<file path="config.mk">
export PLATFORM = sky130hd
export DESIGN_NAME = serial_adder
export DESIGN_NICKNAME = d
export VERILOG_FILES = /design/src/rtl/serial_adder.sv
export SDC_FILE = /design/constraint.sdc
export NUM_CORES = 1
export LEC_CHECK = 0
export CAP_MARGIN = 20
export CORE_ASPECT_RATIO = 0.7
export CORE_MARGIN = 2
export CORE_UTILIZATION = 45
export DETAILED_ROUTE_END_ITERATION = 7
export PLACE_DENSITY = 0.79
export REMOVE_ABC_BUFFERS = 1
export SYNTH_ARGS = -nofsm -noshare
export SYNTH_HDL_FRONTEND = slang
export SYNTH_SLANG_ARGS = --single-unit
</file>
<file path="constraint.sdc">
create_clock -name clk -period 1.5 [get_ports clk]
set_clock_uncertainty 0.1 [all_clocks]
set_input_delay 0.3 -clock clk [delete_from_list [all_inputs] [get_ports clk]]
set_output_delay 0.3 -clock clk [all_outputs]
set_load 0.01 [all_outputs]
</file>
<file path="src/rtl/serial_adder.sv">
// Bit-serial WIDTH-bit adder: one full-adder slice plus a registered carry,
// operands consumed LSB-first, parallel sum/c_out presented with a done pulse.
module serial_adder #(
    parameter int WIDTH = 8
) (
    input  logic             clk,
    input  logic             rst_n,
    input  logic             start,
    input  logic [WIDTH-1:0] a,
    input  logic [WIDTH-1:0] b,
    input  logic             c_in,
    output logic             busy,
    output logic             done,
    output logic [WIDTH-1:0] sum,
    output logic             c_out
);

    localparam int CW = $clog2(WIDTH);
    localparam logic [CW-1:0] CNT_LAST = CW'(WIDTH - 1);
    localparam logic [CW-1:0] CNT_ONE  = CW'(1);

    typedef enum logic [1:0] {
        IDLE = 2'd0,
        RUN  = 2'd1,
        DONE = 2'd2
    } state_t;

    state_t           state_r, state_s;
    logic [WIDTH-1:0] a_sr_r, a_sr_s;
    logic [WIDTH-1:0] b_sr_r, b_sr_s;
    logic [WIDTH-1:0] acc_r, acc_s;
    logic             carry_r, carry_s;
    logic [CW-1:0]    cnt_r, cnt_s;
    logic             busy_r, busy_s;
    logic             done_r, done_s;
    logic [WIDTH-1:0] sum_r, sum_s;
    logic             c_out_r, c_out_s;
    logic [1:0]       slice_s;

    // One-bit full-adder slice; returns {carry, sum}.
    function automatic logic [1:0] full_adder_dataflow(input logic x, input logic y, input logic ci);
        full_adder_dataflow = {(x & y) | (x & ci) | (y & ci), x ^ y ^ ci};
    endfunction

    assign slice_s = full_adder_dataflow(a_sr_r[0], b_sr_r[0], carry_r);

    // Next-state and datapath update; DONE accepts a new start exactly like IDLE.
    always_comb begin
        state_s = state_r;
        a_sr_s  = a_sr_r;
        b_sr_s  = b_sr_r;
        acc_s   = acc_r;
        carry_s = carry_r;
        cnt_s   = cnt_r;
        busy_s  = 1'b0;
        done_s  = 1'b0;
        sum_s   = sum_r;
        c_out_s = c_out_r;
        case (state_r)
            IDLE, DONE: begin
                if (start) begin
                    a_sr_s  = a;
                    b_sr_s  = b;
                    carry_s = c_in;
                    cnt_s   = '0;
                    busy_s  = 1'b1;
                    state_s = RUN;
                end else begin
                    state_s = IDLE;
                end
            end
            RUN: begin
                a_sr_s  = {1'b0, a_sr_r[WIDTH-1:1]};
                b_sr_s  = {1'b0, b_sr_r[WIDTH-1:1]};
                acc_s   = {slice_s[0], acc_r[WIDTH-1:1]};
                carry_s = slice_s[1];
                cnt_s   = cnt_r + CNT_ONE;
                if (cnt_r == CNT_LAST) begin
                    sum_s   = {slice_s[0], acc_r[WIDTH-1:1]};
                    c_out_s = slice_s[1];
                    done_s  = 1'b1;
                    state_s = DONE;
                end else begin
                    busy_s  = 1'b1;
                    state_s = RUN;
                end
            end
            default: begin
                state_s = IDLE;
            end
        endcase
    end

    // State, datapath and output registers.
    always_ff @(posedge clk or negedge rst_n) begin
        if (!rst_n) begin
            state_r <= IDLE;
            a_sr_r  <= '0;
            b_sr_r  <= '0;
            acc_r   <= '0;
            carry_r <= 1'b0;
            cnt_r   <= '0;
            busy_r  <= 1'b0;
            done_r  <= 1'b0;
            sum_r   <= '0;
            c_out_r <= 1'b0;
        end else begin
            state_r <= state_s;
            a_sr_r  <= a_sr_s;
            b_sr_r  <= b_sr_s;
            acc_r   <= acc_s;
            carry_r <= carry_s;
            cnt_r   <= cnt_s;
            busy_r  <= busy_s;
            done_r  <= done_s;
            sum_r   <= sum_s;
            c_out_r <= c_out_s;
        end
    end

    assign busy  = busy_r;
    assign done  = done_r;
    assign sum   = sum_r;
    assign c_out = c_out_r;

endmodule

</file>
==> run summary <==
outcome - completed
Final Slew Violations - 0
WL/cell - 15.9 microns
area share of fa/ha/maj cells after synthesis - 0.0234
vias in the first global route - 1,224
Max-cap violations - 0
Clk pin slew, worst setup/hold paths - 80 ps
detailed router's first-iteration violation count - 57
fin util - 0.623
Synth Area in Compound Gates - 0.0221
Hold Path Class - reg2reg
Final GP Congestion - 0.729
Syn Area/Cell - 14.9 sq um
placed cell areas - 0.00230 sq mm
initial antenna violation count - 0
Crit-path slowest cell - dfrtp_1
WP buf/inv - 0
Rows - 19
Setup CP Type - reg2reg
Pre-antenna DRT Iters - 4
critical path peak fanout - 2
Initial Util - 0.480
Skew-Pair Late Insertion Delay - 300 ps
CTS tree - built
port bufs - 30
final setup margin - 16.0 ps
crit path capture - cnt_r[2]$_DFFE_PN0P_
crit path from - cnt_r[0]$_DFFE_PN0P_
Worst slew margin - 0.682
critical path endpoint category - register
Die W - 82.2 microns
xor and xnor area share after synthesis - 0.00455
Worst R2R Start - cnt_r[0]$_DFFE_PN0P_
number of cells on the critical path - 4
number of fill cells - 302
Finished Cell Area - 0.00250 sq mm
DRC errors left - 0
VDD IR-drop max - 0.898 mV
n_diodes - 0
boundary pin count - 31
Total GRT Usage - 0.175
proportion of layout cells with a drive suffix above 1 - 0.278
multiplexer share of the synthesized area - 0.382
H-Tree Level Count - 2
crit path DAT - 1580 ps
vias per cell - 5.13
post-route clock period utilization - 0.989
hpwl dp - 2370 microns
post-route insts no fill - 228
Fin. Hold Viols - 0
Synth top area share - 0.494
achievable clock frequency - 0.674 GHz
post-synthesis simple-gate area fraction - 0.0221
DRT antenna net count - 0
largest net degree at the start of global routing - 39
largest family of logic cells by synthesized area - multiplexers
setup violators final - 0
r2r endpoint - cnt_r[2]$_DFFE_PN0P_
Distinct cells, synth - 19
Die H - 58.8 microns
CP required - 1590 ps
Post-Place Cells - 211
register area share after synthesis - 0.494
Worst-Margin Slew - 477 ps
Setup WS pre-CTS - -84.9 ps
R2R depth - 4
cell family with most CP delay - adder cells
RSZ-0062 raised after global routing - yes
Tmin final - 1480 ps
Total Die Area - 0.00483 sq mm
top post-synthesis cells by area - dfrtp_1 49%, mux2i_1 24%, mux2_4 13%, buf_6 2.3%, a22o_1 1.4%
total CTS buffers - 5
Area Growth Syn to Fin - 29.9%
Clock Tree Buf Depth - 2
vias - 1,170
first-pass GRT wire length - 6070 microns
clock sink count - 38
WL final - 3620 microns
grt ovf - 0
Synth Cell Area - 0.00193 sq mm
Cell Chain, Critical Path - ha_2, ha_4, mux2_2, a22o_1
r2r setup slk - 20 ps
# nets final - 198
clock root buffer - clkbuf_8
CP Launch Type - register
FF+latch count, synth - 38
Core ar. - 0.00402 sq mm
Syn. warnings - 0
leak pwr - 0.00123 uW
Mapped Cells - 129
pwr dens - 1940 mW/mm^2
crit-path max cell delay - 400 ps
biggest area consumer among synthesized cells - dfrtp_1
-- per-layer routing --
layer,wire (microns),up-vias,global-route usage
met5,0,-,0
met2,1720,26,0.264
met4,30,0,0.0714
li1,-,557,-
met3,178,2,0.0660
met1,1690,585,0.229
-- power by group --
part	total, uW	switching (uW)	internal, uW
clock network	881	386	495
registers	1850	350	1500
logic	2120	812	1300
-- per-stage QoR --
| step | TNS, ps | hold WS (ps) | power [uW] |
|---|---|---|---|
| after global routing | -23.8 | 417 | 5160 |
| after detailed placement | -924 | 276 | 3920 |
| final | 0 | 403 | 4850 |
| after global placement | -354 | 267 | 3780 |
| after floorplan | -7340 | -95.6 | 3140 |
| after CTS | 0 | 406 | 4800 |
-- flip-flops by register name, indices dropped and copies added, names as in the netlist --
signal	flops
state_r	1
done	1
cnt_r	3
a_sr_r	8
b_sr_r	8
c_out	1
carry_r	1
acc_r	7
sum	8
-- worst reg2reg max path, stage by stage, from the launching register on --
cell and delay, ps:
dfrtp_1 400, ha_2 210, ha_4 210, mux2_2 260, a22o_1 210
-- final cells by class --
class	instances	area, sq um	share of cell area
tap	52	65.1	0.0260
timing repair buffer	47	449	0.179
clock inverter	3	45.0	0.0180
sequential	38	952	0.380
multi-input combinational	81	916	0.366
inverter	2	7.51	0.00300
clock buffer	5	68.8	0.0275
-- worst min-delay path by stage --
stage / from / endpoint / slack [ps] / depth (start not counted)
detailed placement: rst_n / sum[1]$_DFFE_PN0P_ / 280 / 2
global route: sum[5]$_DFFE_PN0P_ / sum[5]$_DFFE_PN0P_ / 420 / 1
floorplan: rst_n / a_sr_r[0]$_DFFE_PN0P_ / -100 / 0
finish: sum[6]$_DFFE_PN0P_ / sum[6]$_DFFE_PN0P_ / 400 / 1
CTS: sum[6]$_DFFE_PN0P_ / sum[6]$_DFFE_PN0P_ / 410 / 1
global placement: rst_n / sum[1]$_DFFE_PN0P_ / 270 / 2
-- synth_stat cells --
cell type	count
a22o_1	3
buf_12	1
buf_2	1
buf_4	3
buf_6	4
dfrtp_1	38
fa_1	1
ha_1	2
inv_1	2
mux2_2	1
mux2_4	17
mux2i_1	47
nand2b_2	1
nand3_1	2
nand3b_4	1
nor2_1	1
o21ai_0	2
o22ai_1	1
xnor2_1	1
-- layout by cell type (no fill, tap or decap) --
master / count
inv_1: 2
buf_4: 13
o21ai_0: 2
a22o_1: 3
dfrtp_1: 37
clkbuf_8: 5
dlygate4sd2_1: 11
xnor2_1: 1
buf_2: 1
clkdlybuf4s50_1: 18
nand2b_4: 1
clkinvlp_4: 2
ha_2: 1
dfrtp_2: 1
ha_4: 1
buf_12: 3
fa_1: 1
bufinv_16: 1
nand3b_4: 2
o22ai_1: 1
mux2_4: 17
dlygate4sd3_1: 1
nor2_1: 1
nand3_1: 2
mux2_2: 1
mux2i_1: 47
-- what timing repair did --
item / CTS / global route
gates resized for setup: 15 / 2
gates cloned: 1 / 0
hold buffers: 1 / 0
setup endpoints to repair: 21 / 17
buffers inserted: 3 / 4
endpoints found under the hold margin: 38 / 0
pin swaps: 3 / 1
-- cell families after synthesis --
| logic type | Yosys count |
|---|---|
| adders and majority gates | 3 |
| AOI/OAI and AO/OA | 6 |
| buffers and inverters | 11 |
| xor gates and xnor gates | 1 |
| muxes | 65 |
| and+or+nand+nor | 5 |
| DFF | 38 |
No activity file was read; power rests on OpenSTA's default activity.
